**config.mk**
```make
export PLATFORM = sky130hd
export DESIGN_NAME = keypad_scan
export DESIGN_NICKNAME = d
export VERILOG_FILES = /design/src/rtl/keypad_pkg.sv /design/src/rtl/key_debounce.sv /design/src/rtl/keypad_scan.sv
export SDC_FILE = /design/constraint.sdc
export NUM_CORES = 1
export LEC_CHECK = 0
export CORE_UTILIZATION = 40
export CTS_BUF_LIST = sky130_fd_sc_hd__clkbuf_4
export CTS_CLUSTER_DIAMETER = 80
export DETAILED_ROUTE_END_ITERATION = 12
export PLACE_DENSITY = 0.61
export SETUP_SLACK_MARGIN = 0.3
export SYNTH_ARGS = -nofsm -noshare
export SYNTH_HDL_FRONTEND = slang
export SYNTH_SLANG_ARGS = --single-unit
```
**constraint.sdc**
```tcl
create_clock -name clk -period 5.7 [get_ports clk]
set_clock_uncertainty 0.05 [all_clocks]
set_input_delay 0.57 -clock clk [delete_from_list [all_inputs] [get_ports clk]]
set_output_delay 0.57 -clock clk [all_outputs]
set_load 0.02 [all_outputs]
```
**src/rtl/keypad_pkg.sv**
```systemverilog
// keypad_pkg: shared state encoding and matrix dimensions for the keypad scanner
package keypad_pkg;
    typedef enum logic [1:0] {IDLE, SCAN, EVAL, OUT} state_t;
    localparam int ROWS = 8;
    localparam int COLS = 8;
    localparam int CODE_W = 6;
endpackage

```
**src/rtl/key_debounce.sv**
```systemverilog
// key_debounce: frame-level candidate debouncer tracking the reported key and raising press/release events
module key_debounce
    import keypad_pkg::*;
#(
    parameter int DEBOUNCE = 3
) (
    input  logic              clk,
    input  logic              rst,
    input  logic              clr,
    input  logic              eval,
    input  logic [CODE_W-1:0] cand,
    input  logic              cand_v,
    output logic              ev,
    output logic [CODE_W-1:0] code,
    output logic              down
);
    logic [CODE_W-1:0] prev, rep;
    logic              prev_v, rep_v, same, differs;
    logic [3:0]        stable, stable_nx;
    always_comb begin
        same      = (cand_v == prev_v) && (!cand_v || cand == prev);
        stable_nx = !same ? 4'd0 : (stable == 4'hf) ? stable : stable + 4'd1;
        differs   = (cand_v != rep_v) || (cand_v && cand != rep);
        ev        = eval && (stable_nx >= 4'(DEBOUNCE - 1)) && differs;
        code      = rep_v ? rep : cand;
        down      = !rep_v;
    end
    // Any change while a key is reported is a release; a new key needs its own stable run.
    always_ff @(posedge clk) begin
        if (rst) begin
            prev   <= '0;
            prev_v <= 1'b0;
            stable <= '0;
            rep    <= '0;
            rep_v  <= 1'b0;
        end else if (clr) begin
            prev   <= '0;
            prev_v <= 1'b0;
            stable <= '0;
        end else if (eval) begin
            prev   <= cand;
            prev_v <= cand_v;
            stable <= stable_nx;
            if (ev) begin
                rep   <= cand;
                rep_v <= !rep_v;
            end
        end
    end
endmodule

```
**src/rtl/keypad_scan.sv**
```systemverilog
// keypad_scan: 8x8 row-scanning keypad controller with frame debounce and valid/ready event output
module keypad_scan
    import keypad_pkg::*;
#(
    parameter int DWELL    = 16,
    parameter int DEBOUNCE = 3
) (
    input  logic              clk,
    input  logic              rst,
    input  logic              en,
    output logic [2:0]        row_sel,
    input  logic [COLS-1:0]   col,
    output logic              key_valid,
    input  logic              key_ready,
    output logic [CODE_W-1:0] key_code,
    output logic              key_down,
    output logic              key_multi
);
    state_t                 state, state_nx;
    logic [7:0]             dwell;
    logic [ROWS*COLS-1:0]   frame;
    logic [CODE_W-1:0]      cand, ev_code;
    logic                   cand_v, multi, ev, ev_down, last, clr, eval;
    assign last = dwell == 8'(DWELL - 1);
    assign clr  = (state == SCAN) && !en;
    assign eval = state == EVAL;
    always_comb begin
        cand   = '0;
        cand_v = 1'b0;
        for (int i = ROWS*COLS-1; i >= 0; i--)
            if (frame[i]) begin
                cand   = CODE_W'(i);
                cand_v = 1'b1;
            end
        multi = $countones(frame) > 1;
    end
    always_comb begin
        state_nx = state;
        case (state)
            IDLE: state_nx = en ? SCAN : IDLE;
            SCAN: state_nx = !en ? IDLE : (last && row_sel == 3'd7) ? EVAL : SCAN;
            EVAL: state_nx = ev ? OUT : en ? SCAN : IDLE;
            OUT:  state_nx = key_ready ? (en ? SCAN : IDLE) : OUT;
            default: state_nx = IDLE;
        endcase
    end
    always_ff @(posedge clk) state <= rst ? IDLE : state_nx;
    // row_sel wraps to 0 naturally after row 7, leaving it ready for EVAL/OUT.
    always_ff @(posedge clk) begin
        if (rst) begin
            row_sel   <= '0;
            dwell     <= '0;
            frame     <= '0;
            key_valid <= 1'b0;
            key_code  <= '0;
            key_down  <= 1'b0;
            key_multi <= 1'b0;
        end else begin
            case (state)
                IDLE: begin
                    row_sel <= '0;
                    dwell   <= '0;
                    frame   <= '0;
                end
                SCAN: begin
                    if (!en) begin
                        row_sel <= '0;
                        dwell   <= '0;
                        frame   <= '0;
                    end else if (last) begin
                        frame[{row_sel, 3'b000} +: COLS] <= col;
                        dwell   <= '0;
                        row_sel <= row_sel + 3'd1;
                    end else
                        dwell <= dwell + 8'd1;
                end
                EVAL: if (ev) begin
                    key_valid <= 1'b1;
                    key_code  <= ev_code;
                    key_down  <= ev_down;
                    key_multi <= multi;
                end
                OUT: if (key_ready) key_valid <= 1'b0;
                default: ;
            endcase
        end
    end
    key_debounce #(.DEBOUNCE(DEBOUNCE)) u_deb (
        .clk    (clk),
        .rst    (rst),
        .clr    (clr),
        .eval   (eval),
        .cand   (cand),
        .cand_v (cand_v),
        .ev     (ev),
        .code   (ev_code),
        .down   (ev_down)
    );
endmodule

```
==> results by group <==
Power and ir drop
  – Leak: 0.00314 uW
  – Combinational share of power: 8.9%
  – Internal: 850 uW
  – Sw power: 354 uW
  – VDD IR max: 108 uV
  – Cell Pwr Density: 155 nW/um2
  – Seq pwr share: 60.8%
  – Switching fraction of total power: 29.4%
  – Clock power share: 30.3%

Critical path
  – Worst setup SP type: flop
  – Crit path max fanout: 2
  – Critical path data arrival time: 6.25 ns
  – CP required: 6.06 ns
  – Worst Setup End Kind: flop
  – Crit Path Class: reg -> reg

GRT
  – Global-route wire length before repair: 33.1 mm
  – Congestion Overflow GR: 0
  – Vias in the first global route: 5,954
  – Initial antenna violation count: 1
  – Largest net degree at the start of global routing: 57
  – All-Layer GR Usage: 24.2%

STA
  – Tmin final: 5.89 ns
  – Slew of the pin with the lowest slew margin: 1.13 ns
  – Tcrit/Tclk final: 103%
  – Count of pins over their slew limit: 0
  – FMAX: 170 MHz
  – Final-report hold violation count: 0
  – Slew HR: 24.3%
  – RSZ-0062 raised after global routing: yes
  – Hold_ws: 0.423 ns
  – Setup WS post-layout: -0.188 ns
  – # setup viols final: 1

Clocking
  – Post-CTS Setup Bufs: 0
  – CTS tree: yes
  – CTS sink cnt: 104
  – Post-CTS sizing: 0
  – Num CTS Buffers: 9
  – CTS clk-pin slew, worst paths: 0.16 ns
  – Clock latency at the later pin of the worst-skew pair: 0.52 ns
  – H-tree depth: 3
  – Root buffer cell: clkbuf_4
  – CTS Hold Bufs: 0
  – Clk buf depth: 2

Synth
  – Top post-synthesis cells by area: dfxtp_1 (30%), fa_1 (16%), a22oi_1 (6.9%)
  – FFs w/ async S/R, synth: 0%
  – Top_reg_cell synth: dfxtp_1
  – Sequential-to-total area share from yosys stat: 29.9%
  – Yosys cell types: 62
  – YS warnings: 0
  – Synthesized flop and latch total: 104
  – Leading area contributor after synthesis: dfxtp_1
  – Post-Syn Instances: 821
  – EDFF count, synth: 0
  – Yosys top cell area share: 29.9%
  – Post-synthesis net count: 908
  – Mapped Area: 6950 um2
  – Mean post-synth cell area: 8.47 um2

Flow run
  – Max Cap Viol: 0

Floorplanning
  – Area of the core: 16,800 um2
  – Starting Density: 41.5%
  – Die width: 134 um
  – Die height: 134 um
  – Num rows: 47
  – Full die area: 17,900 um2
  – Ports: 24

Route
  – Drt total wl: 20.4 mm
  – Wire length per cell: 18.6 um
  – DRC: 2
  – Vias per inst: 5.76
  – Drt first pass iters: 9
  – DRT iter0 DRCs: 590
  – Final ANT Viol Nets: 0
  – Vias post-DR: 6,294

Placement
  – Port Buffers: 23
  – Placed Cells: 1,076
  – Post-DP HPWL: 15.4 mm
  – Placer Congestion: 0.893

Finish
  – Most frequent cells in the layout: nor2_1 (110), dfxtp_1 (101), inv_1 (85)
  – Area Growth Syn to Fin: 12.0%
  – Fin cells: 1,092
  – Commonest non-fill, non-tap cell in the layout: nor2_1
  – Nets: 954
  – Fillers: 1,686
  – Share of layout cells above drive strength 1: 9.64%

Status
  – Failing checks: DRC, setup timing
  – Status: complete, but fails checks

Hold path
  – Worst min path class: reg -> reg
[logic make-up after synthesis]
logic type	Yosys count	share of synthesized area, %
buffers and inverters	119	6.46
xor gates and xnor gates	7	0.882
adders and majority gates	75	19.3
DFF	104	29.9
muxes	8	1.22
and+or+nand+nor	303	22.3
AOI/OAI and AO/OA	205	19.9
[Yosys cell counts, types with 3 or more instances]
cell       instances
fa_1              54
nand4_1            3
a211oi_1           5
nand3_1           22
mux2i_1            4
or3_1              5
nand2_1           42
buf_1              7
a221oi_1           4
o21ai_1            6
o211ai_1           3
ha_1              21
nor3_1            34
clkbuf_1          25
nor2_1           110
or2_2              7
inv_1             85
o21bai_1           3
nor3b_1            5
a31oi_1            4
xnor2_1            5
o21ai_0           34
dfxtp_1          104
o21a_1             6
a21oi_1           39
mux2_2             4
nand3b_1           6
a22oi_1           64
and3_1             4
nand2b_1           8
a2111oi_0          4
nor4_1            17
o31ai_1           10
nor2b_1           10
or4_1             15
[cell type report]
type	instances	area [um2]	area share, %
multi-input cells	598	4420	56.8
repair buffers	69	571	7.33
flip-flops and latches	104	2090	26.8
clock buffers	9	67.6	0.868
diodes	1	2.50	0.0321
well taps	220	275	3.53
clock inverters	6	45.0	0.578
inverters	85	319	4.10
[final timing paths]
path | start | cells after the start | end | slack [ns]
max | frame[53] | 19 | key_multi | -0.19
min | key_valid | 2 | key_valid | 0.42
max reg2reg | frame[53] | 19 | key_multi | -0.19
min reg2reg | key_valid | 2 | key_valid | 0.42
[worst max-delay path: stages, from the launching register on]
cell	delay [ns]
dfxtp_2	0.36
fa_1	0.53
inv_1	0.05
fa_1	0.50
inv_1	0.05
fa_1	0.48
inv_1	0.06
fa_1	0.50
inv_1	0.06
fa_1	0.47
inv_1	0.05
fa_1	0.49
fa_1	0.43
fa_1	0.49
inv_1	0.04
ha_1	0.20
fa_1	0.43
nor4_1	0.17
a31oi_1	0.10
mux2_2	0.30
[power groups by stage]
stage | Clock, uW | Combinational, uW | Sequential, uW
floorplan | 0 | 68.1 | 747
global placement | 0 | 107 | 747
detailed placement | 0 | 106 | 747
CTS | 379 | 107 | 732
global route | 404 | 118 | 733
finish | 365 | 108 | 732
[registers in the layout, summed over array words and instances (netlist names)]
register and count:
dwell 8, frame 64, key_code 6, key_down 1, key_multi 1, key_valid 1
row_sel 3, state 2, u_deb.prev 6, u_deb.prev_v 1, u_deb.rep 6, u_deb.rep_v 1
u_deb.stable 4
[metrics by stage]
step | TNS, ns | setup WS, ns | utilization (%) | total power (uW) | cell area, um2
floorplan | 0 | 0.0388 | - | 815 | 6960
global placement | -0.117 | -0.117 | 45.8 | 855 | 7670
detailed placement | -0.160 | -0.160 | 45.8 | 854 | 7670
CTS | -0.195 | -0.195 | 46.5 | 1220 | 7780
global route | -0.417 | -0.417 | 46.5 | 1260 | 7790
finish | -0.188 | -0.188 | 46.5 | 1200 | 7790
[per-layer routing]
metal / vias up / track usage (%) / wire [um]
li1: 3004 / - / -
met1: 3055 / 32.5 / 9270
met2: 201 / 38.7 / 9420
met3: 34 / 5.22 / 1210
met4: 0 / 7.70 / 456
met5: - / 0 / 0
Note: power is estimated with default switching activity, not from simulation.
